## src/rtl/ex_operand_stage.sv

```systemverilog
// EX-stage operand register: captures decode fields, resolves EX/MEM and MEM/WB
// forwarding for rs/rt, and detects load-use hazards that require a one-cycle stall.
module ex_operand_stage #(
    parameter int LEN_DATA = 16,
    parameter int LEN_REG  = 5
) (
    input  logic                clk,
    input  logic                rst_n,
    input  logic                id_valid,
    input  logic                id_alu_src,
    input  logic                id_reg_write,
    input  logic                id_mem_read,
    input  logic                id_mem_write,
    input  logic [LEN_REG-1:0]  id_rs,
    input  logic [LEN_REG-1:0]  id_rt,
    input  logic [LEN_REG-1:0]  id_rd,
    input  logic [LEN_DATA-1:0] id_rs_data,
    input  logic [LEN_DATA-1:0] id_rt_data,
    input  logic [LEN_DATA-1:0] id_imm,
    input  logic [2:0]          id_alu_op,
    input  logic                flush,
    input  logic                exmem_reg_write,
    input  logic [LEN_REG-1:0]  exmem_rd,
    input  logic [LEN_DATA-1:0] exmem_result,
    input  logic                memwb_reg_write,
    input  logic [LEN_REG-1:0]  memwb_rd,
    input  logic [LEN_DATA-1:0] memwb_result,
    output logic [LEN_DATA-1:0] ex_A,
    output logic [LEN_DATA-1:0] ex_B,
    output logic [LEN_DATA-1:0] ex_store_data,
    output logic [2:0]          ex_sig_op,
    output logic [LEN_REG-1:0]  ex_rd,
    output logic                ex_valid,
    output logic                ex_reg_write,
    output logic                ex_mem_read,
    output logic                ex_mem_write,
    output logic                stall
);

    logic                valid_q,     valid_d;
    logic                alu_src_q,   alu_src_d;
    logic                reg_write_q, reg_write_d;
    logic                mem_read_q,  mem_read_d;
    logic                mem_write_q, mem_write_d;
    logic [LEN_REG-1:0]  rs_q,        rs_d;
    logic [LEN_REG-1:0]  rt_q,        rt_d;
    logic [LEN_REG-1:0]  rd_q,        rd_d;
    logic [LEN_DATA-1:0] rs_data_q,   rs_data_d;
    logic [LEN_DATA-1:0] rt_data_q,   rt_data_d;
    logic [LEN_DATA-1:0] imm_q,       imm_d;
    logic [2:0]          alu_op_q,    alu_op_d;

    logic                bubble;
    logic [LEN_DATA-1:0] fwd_rs;
    logic [LEN_DATA-1:0] fwd_rt;

    // A load in EX whose destination feeds the instruction in ID cannot be forwarded in time.
    assign stall = id_valid && valid_q && mem_read_q && reg_write_q
                   && (rd_q != '0) && ((rd_q == id_rs) || (rd_q == id_rt));

    assign bubble = flush || stall;

    always_comb begin
        valid_d     = id_valid;
        alu_src_d   = id_alu_src;
        reg_write_d = id_reg_write;
        mem_read_d  = id_mem_read;
        mem_write_d = id_mem_write;
        rs_d        = id_rs;
        rt_d        = id_rt;
        rd_d        = id_rd;
        rs_data_d   = id_rs_data;
        rt_data_d   = id_rt_data;
        imm_d       = id_imm;
        alu_op_d    = id_alu_op;
        if (bubble) begin
            valid_d     = 1'b0;
            alu_src_d   = 1'b0;
            reg_write_d = 1'b0;
            mem_read_d  = 1'b0;
            mem_write_d = 1'b0;
            rs_d        = '0;
            rt_d        = '0;
            rd_d        = '0;
            rs_data_d   = '0;
            rt_data_d   = '0;
            imm_d       = '0;
            alu_op_d    = '0;
        end
    end

    always_ff @(posedge clk or negedge rst_n) begin
        if (!rst_n) begin
            valid_q     <= 1'b0;
            alu_src_q   <= 1'b0;
            reg_write_q <= 1'b0;
            mem_read_q  <= 1'b0;
            mem_write_q <= 1'b0;
            rs_q        <= '0;
            rt_q        <= '0;
            rd_q        <= '0;
            rs_data_q   <= '0;
            rt_data_q   <= '0;
            imm_q       <= '0;
            alu_op_q    <= '0;
        end else begin
            valid_q     <= valid_d;
            alu_src_q   <= alu_src_d;
            reg_write_q <= reg_write_d;
            mem_read_q  <= mem_read_d;
            mem_write_q <= mem_write_d;
            rs_q        <= rs_d;
            rt_q        <= rt_d;
            rd_q        <= rd_d;
            rs_data_q   <= rs_data_d;
            rt_data_q   <= rt_data_d;
            imm_q       <= imm_d;
            alu_op_q    <= alu_op_d;
        end
    end

    // The younger EX/MEM result wins; register 0 is hardwired and never forwarded.
    always_comb begin
        fwd_rs = rs_data_q;
        if (exmem_reg_write && (exmem_rd != '0) && (exmem_rd == rs_q)) begin
            fwd_rs = exmem_result;
        end else if (memwb_reg_write && (memwb_rd != '0) && (memwb_rd == rs_q)) begin
            fwd_rs = memwb_result;
        end
    end

    always_comb begin
        fwd_rt = rt_data_q;
        if (exmem_reg_write && (exmem_rd != '0) && (exmem_rd == rt_q)) begin
            fwd_rt = exmem_result;
        end else if (memwb_reg_write && (memwb_rd != '0) && (memwb_rd == rt_q)) begin
            fwd_rt = memwb_result;
        end
    end

    assign ex_A          = fwd_rs;
    assign ex_B          = alu_src_q ? imm_q : fwd_rt;
    assign ex_store_data = fwd_rt;
    assign ex_sig_op     = alu_op_q;
    assign ex_rd         = rd_q;
    assign ex_valid      = valid_q;
    assign ex_reg_write  = reg_write_q;
    assign ex_mem_read   = mem_read_q;
    assign ex_mem_write  = mem_write_q;

endmodule
```

## config.mk

```make
export PLATFORM = sky130hd
export DESIGN_NAME = ex_operand_stage
export DESIGN_NICKNAME = d
export VERILOG_FILES = /design/src/rtl/ex_operand_stage.sv
export SDC_FILE = /design/constraint.sdc
export NUM_CORES = 1
export LEC_CHECK = 0
export ABC_CLOCK_PERIOD_IN_PS = 3050
export CORE_ASPECT_RATIO = 1.2
export CORE_MARGIN = 4
export CORE_UTILIZATION = 41
export CTS_CLUSTER_SIZE = 16
export DETAILED_ROUTE_END_ITERATION = 7
export PLACE_DENSITY = 0.81
export SLEW_MARGIN = 40
export SYNTH_ARGS = -nofsm -noshare
export SYNTH_HDL_FRONTEND = slang
export SYNTH_SLANG_ARGS = --single-unit
```

## constraint.sdc

```tcl
create_clock -name clk -period 3.05 [get_ports clk]
set_input_delay 0.61 -clock clk [delete_from_list [all_inputs] [get_ports clk]]
set_output_delay 0.61 -clock clk [all_outputs]
set_load 0.05 [all_outputs]
```

# Yosys cells after proc, flatten, opt, wreduce, memory -nomap -nowiden
# Cells that the tools add are included.
dict set report classes {
  reduce_logical 16
  muxes 17
  eq_ne 6
}
# cell n
set ops {}
lappend ops {{$mux 16} 8}
lappend ops {{$eq 5x5->1} 6}
lappend ops {{$mux 5} 3}
lappend ops {{$reduce_bool 5->1} 3}
lappend ops {{$logic_and 1x1->1} 11}
lappend ops {{$mux 1} 5}
lappend ops {{$mux 3} 1}
lappend ops {{$logic_or 1x1->1} 2}
dict set report word_totals {
  input_bits 118
  register_bits 71
  output_inout_bits 61
}

# Depth between registers and ports, before layout
dict set report logic_depth {
  word_depth 7
  ltp_mapped 7
}

# Worst setup path before layout
# No wires, ideal clock.
dict set report synth_timing {
  kind {input-to-output}
  start {in memwb_rd[1]}
  end {out ex_B[0]}
  path_buffers 1
  t_required_ps 2440
  setup_slack_ps -636
  stages 6
  t_arrival_ps 3076
  path_cell_list {or4_1 > o211ai_2 > buf_2 > o21ai_0 > a31oi_1 > mux2_2}
}
dict set report synth_via {
  elab_chain_cells 6
  elab_cells_between_ends 7
  classes_between {eq/ne: 1; mux: 3; reduce/logical: 3}
}
# item line
set synth_lines {}
lappend synth_lines {{start: declaration} 26} ;# input logic [LEN_REG-1:0] memwb_rd,
lappend synth_lines {{$reduce_bool 5->1} 136} ;# end else if (memwb_reg_write && (memwb_rd != '0) && (memwb_rd == rt_q)) begin
lappend synth_lines {{$logic_and 1x1->1} 136}
lappend synth_lines {{$logic_and 1x1->1 *} 136}
lappend synth_lines {{$mux 16 *} 136}
lappend synth_lines {{$mux 16 *} 134} ;# if (exmem_reg_write && (exmem_rd != '0) && (exmem_rd == rt_q)) begin
lappend synth_lines {{net ex_store_data[0]} 30} ;# output logic [LEN_DATA-1:0] ex_store_data,
lappend synth_lines {{$mux 16 *} 142} ;# assign ex_B = alu_src_q ? imm_q : fwd_rt;
lappend synth_lines {{end: declaration} 29} ;# output logic [LEN_DATA-1:0] ex_B,
# Mark *: on every way through the listed nets, which the timed path passes. The rest lies on a longest branch.

# Final worst setup path
dict set report layout_timing {
  start {in memwb_rd[1]}
  end {out ex_B[8]}
}
dict set report layout_via {
  elab_chain_cells 6
  elab_cells_between_ends 7
  classes_between {eq/ne: 1; mux: 3; reduce/logical: 3}
}
# item line
set layout_lines {}
lappend layout_lines {{$reduce_bool 5->1} 136}
lappend layout_lines {{$logic_and 1x1->1} 136}
lappend layout_lines {{$logic_and 1x1->1 *} 136}
lappend layout_lines {{$mux 16 *} 136}
lappend layout_lines {{$mux 16 *} 134}
lappend layout_lines {{$mux 16 *} 142}
# Mark *: on every way between the ends. The rest lies on a longest branch, timed or not.

==> impl_metrics.csv <==
group,metric,value,unit
global_route,grt_usage,25.6,%
setup_path,r2r_end,"rt_data_q[10]",
synthesis,synth_top_area_share,47.5,%
status,violations,"setup timing",
sta,slew_headroom,58.2,%
sta,rsz0062_at_grt,"yes",
sta,finalSetupViolations,29,
pwr,power_density,385,mW/mm^2
synthesis,synth_xor_area_share,7.03,%
setup_path,crit_arrival,2600,ps
pwr,p_leak,2.99,nW
sta,fin_ws,-162,ps
sta,fin_crit,3210,ps
drt,vias_per_cell,5.25,
setup_path,rr_worst_depth,7,
synthesis,synth_seq_cells,71,
global_route,gr-total-overflow,0,
sta,worst_slew_pin_slew,627,ps
setup_path,slowest_stage,"or4_4",
setup_path,crit_type,"in2out",
synthesis,synth-edff-count,0,
drt,post-route-drc-count,0,
final_layout,stdcell_area,0.00713,mm^2
sta,timing.hold.ws,265,ps
placement,hpwl,9.70,mm
die,die_area,0.0107,mm^2
final_layout,drive_above_1_share,34.6,%
sta,final_max_slew_viol_count,0,
cts,cts-root-buf,"clkbuf_8",
cts,cts_hold_buf,0,
pwr,power,2.75,mW
setup_path,crit_path_start_kind,"primary input",
setup_path,critical_path.endpoint,"ex_B[8]",
sta,hold_viol_final,0,
placement,port_buffers,178,
setup_path,cp.depth,10,
sta,finClkSkew,8.83,ps
drt,dr.pass1.iters,4,
synthesis,ys_types,33,
die,start_util,42.7,%
die,design.core.area,0.00875,mm^2
global_route,grt_max_degree,72,
synthesis,synth.area.mux_share,9.10,%
setup_path,crit_family,"buffers and inverters",
synthesis,yosys_warnings,0,
cts,cts_buffers,9,
final_layout,nFillCells,455,
synthesis,netlist_top_cells_area,"dfrtp_1 48%, and2_1 12%, xnor2_1 6.1%, mux2_2 4.8%, mux2i_1 4.3%",
cts,cts_tree,"done",
final_layout,antenna_cells,0,
synthesis,syn-num-nets,481,
synthesis,synth_fa_ha_area_share,0,%
synthesis,synth-simple-area-share,21.5,%
synthesis,seq_area_frac_synth,47.5,%
setup_path,cpPeakStageDelay,540,ps
setup_path,cp_num_buf_inv,5,
setup_path,required,2440,ps
cts,cts_buffer_depth,2,
hold_path,min_path_type,"in2async",
die,ios,179,
setup_path,crit_chain,"buf_8 > or4_4 > buf_6 > o211ai_4 > buf_6 > buf_12 > or3_4 > a31oi_4 > mux2_4 > buf_8",
cts,clk_pin_slew,60,ps
synthesis,synth_compound_area_share,10.1,%
placement,placed_area,0.00622,mm^2
synthesis,syn_area,0.00374,mm^2
synthesis,synthArstFlopShare,100,%
final_layout,area_growth,90.8,%
synthesis,synth_top_family_by_area,"simple AND/OR/NAND/NOR gates",
setup_path,critPathCaptureType,"output port",
job,maxCapViolCount,0,
die,die-height,113,um
global_route,grt_pass1_wl,20.9,mm
status,status,"finished, violations left",
die,die_x,95.2,um
synthesis,yosys.area.top_type,"dfrtp_1",
drt,drtIter0Drc,188,
synthesis,synthFlopType,"dfrtp_1",
cts,clkLatencyLatePin,340,ps
drt,num_vias,3715,
final_layout,final-seq-area,0.00178,mm^2
drt,routedWlPerCell,20.2,um
setup_path,critPathMaxFanout,8,
drt,antenna_left,0,
sta,clock.fmax,311,MHz
final_layout,final_util,81.5,%
final_layout,layout.nets,703,
pwr,irDropWorstVdd,0.000397,V
setup_path,regToRegStartpoint,"ex_rd[4]",
final_layout,multiInputGateArea,0.00228,mm^2
synthesis,synthesis.instances,363,
cts,h-tree-depth,3,
global_route,antenna_found_initial,0,
cts,cts_sinks,71,
die,rows,37,
setup_path,worstSetupStartpoint,"memwb_rd[1]",
synthesis,synth.avg_cell_area,10.3,um^2
placement,place_congestion,0.917,
drt,routed_wirelength,14.3,mm
global_route,first_global_vias,4068,
setup_path,r2r_setup_slack,1130,ps
sta,period_share,105,%
-- timing repair --
action,4_1_cts,5_1_grt
setup buffers,9,11
pin swaps,23,25
endpoints found under the setup margin,48,47
cloned,4,1
resized for setup,138,48
-- cells by family (layout without fill, tap and decap cells) --
| logic type | Yosys count | after routing |
|---|---|---|
| mux | 32 | 32 |
| xor+xnor | 30 | 30 |
| buf+inv | 39 | 266 |
| simple gates | 137 | 137 |
| compound gates | 54 | 54 |
| flops | 71 | 71 |
-- layer usage --
metal | routed length, um | part of all wire, % | global-route usage [%] | vias to the layer above
li1 | - | - | - | 1665
met1 | 4780 | 34 | 26.9 | 1792
met2 | 7500 | 53 | 46.1 | 205
met3 | 1360 | 9.5 | 8.24 | 53
met4 | 618 | 4.3 | 10.6 | 0
met5 | 0 | 0 | 0 | -
-- cell type report --
class	instances	area share, %
tap	117	2.05
sequential	71	24.9
inverter	16	0.842
multi-input combinational	253	31.9
clock buffer	13	2.09
clock inverter	3	0.596
timing repair buffer	234	37.6
-- where the power goes --
group / internal [mW] / switching [mW]
Clock: 0.400 / 0.341
Sequential: 0.989 / 0.0294
Combinational: 0.497 / 0.490
-- how the worst min path moves through the flow --
stage | to | cells past startpoint
finish | rs_data_q[11] | 1
global route | rs_data_q[11] | 1
CTS | rt_q[4] | 1
detailed placement | rs_data_q[11] | 1
global placement | rs_data_q[6] | 1
floorplan | alu_src_q | 0
-- synthesized netlist by cell type, drive strengths merged (3+ instances only) --
library cell	number
mux2i	16
xor2	4
mux2	16
nor3	17
dfrtp	71
nand2	18
a31oi	16
clkbuf	17
buf	6
xnor2	26
or3	16
inv	16
nand3	3
and2	72
o21ai	33
nand4	4
-- registers in the layout, summed over array words and instances, names as in the netlist --
name	flops
imm_q	16
rs_data_q	16
rt_data_q	16
ex_rd	5
rs_q	5
rt_q	5
ex_sig_op	3
alu_src_q	1
ex_mem_read	1
ex_mem_write	1
ex_reg_write	1
ex_valid	1
-- cells in the final DEF (no fill, tap or decap), types with 4 or more instances in the layout --
master	instances
clkdlybuf4s50_1	117
and2_1	72
dfrtp_1	71
buf_8	31
buf_4	29
buf_6	23
buf_12	23
xnor2_1	21
nand2_1	18
nor3_1	16
inv_1	16
or3_4	16
a31oi_4	16
o21ai_1	16
mux2i_1	16
mux2_4	16
o21ai_2	11
clkbuf_8	10
nand4_1	4
xor2_1	4
o21ai_0	4
buf_2	4
-- stage by stage --
| step | std cells | setup TNS, ps | setup WS [ps] |
|---|---|---|---|
| 5_1_grt | 707 | -4030 | -200 |
| 2_1_floorplan | 363 | -2450 | -270 |
| 3_5_place_dp | 671 | -18890 | -552 |
| 6_report | 707 | -1800 | -162 |
| 3_3_place_gp | 669 | -24390 | -743 |
| 4_1_cts | 700 | -3880 | -197 |
Note: power is estimated with default switching activity, not from simulation.
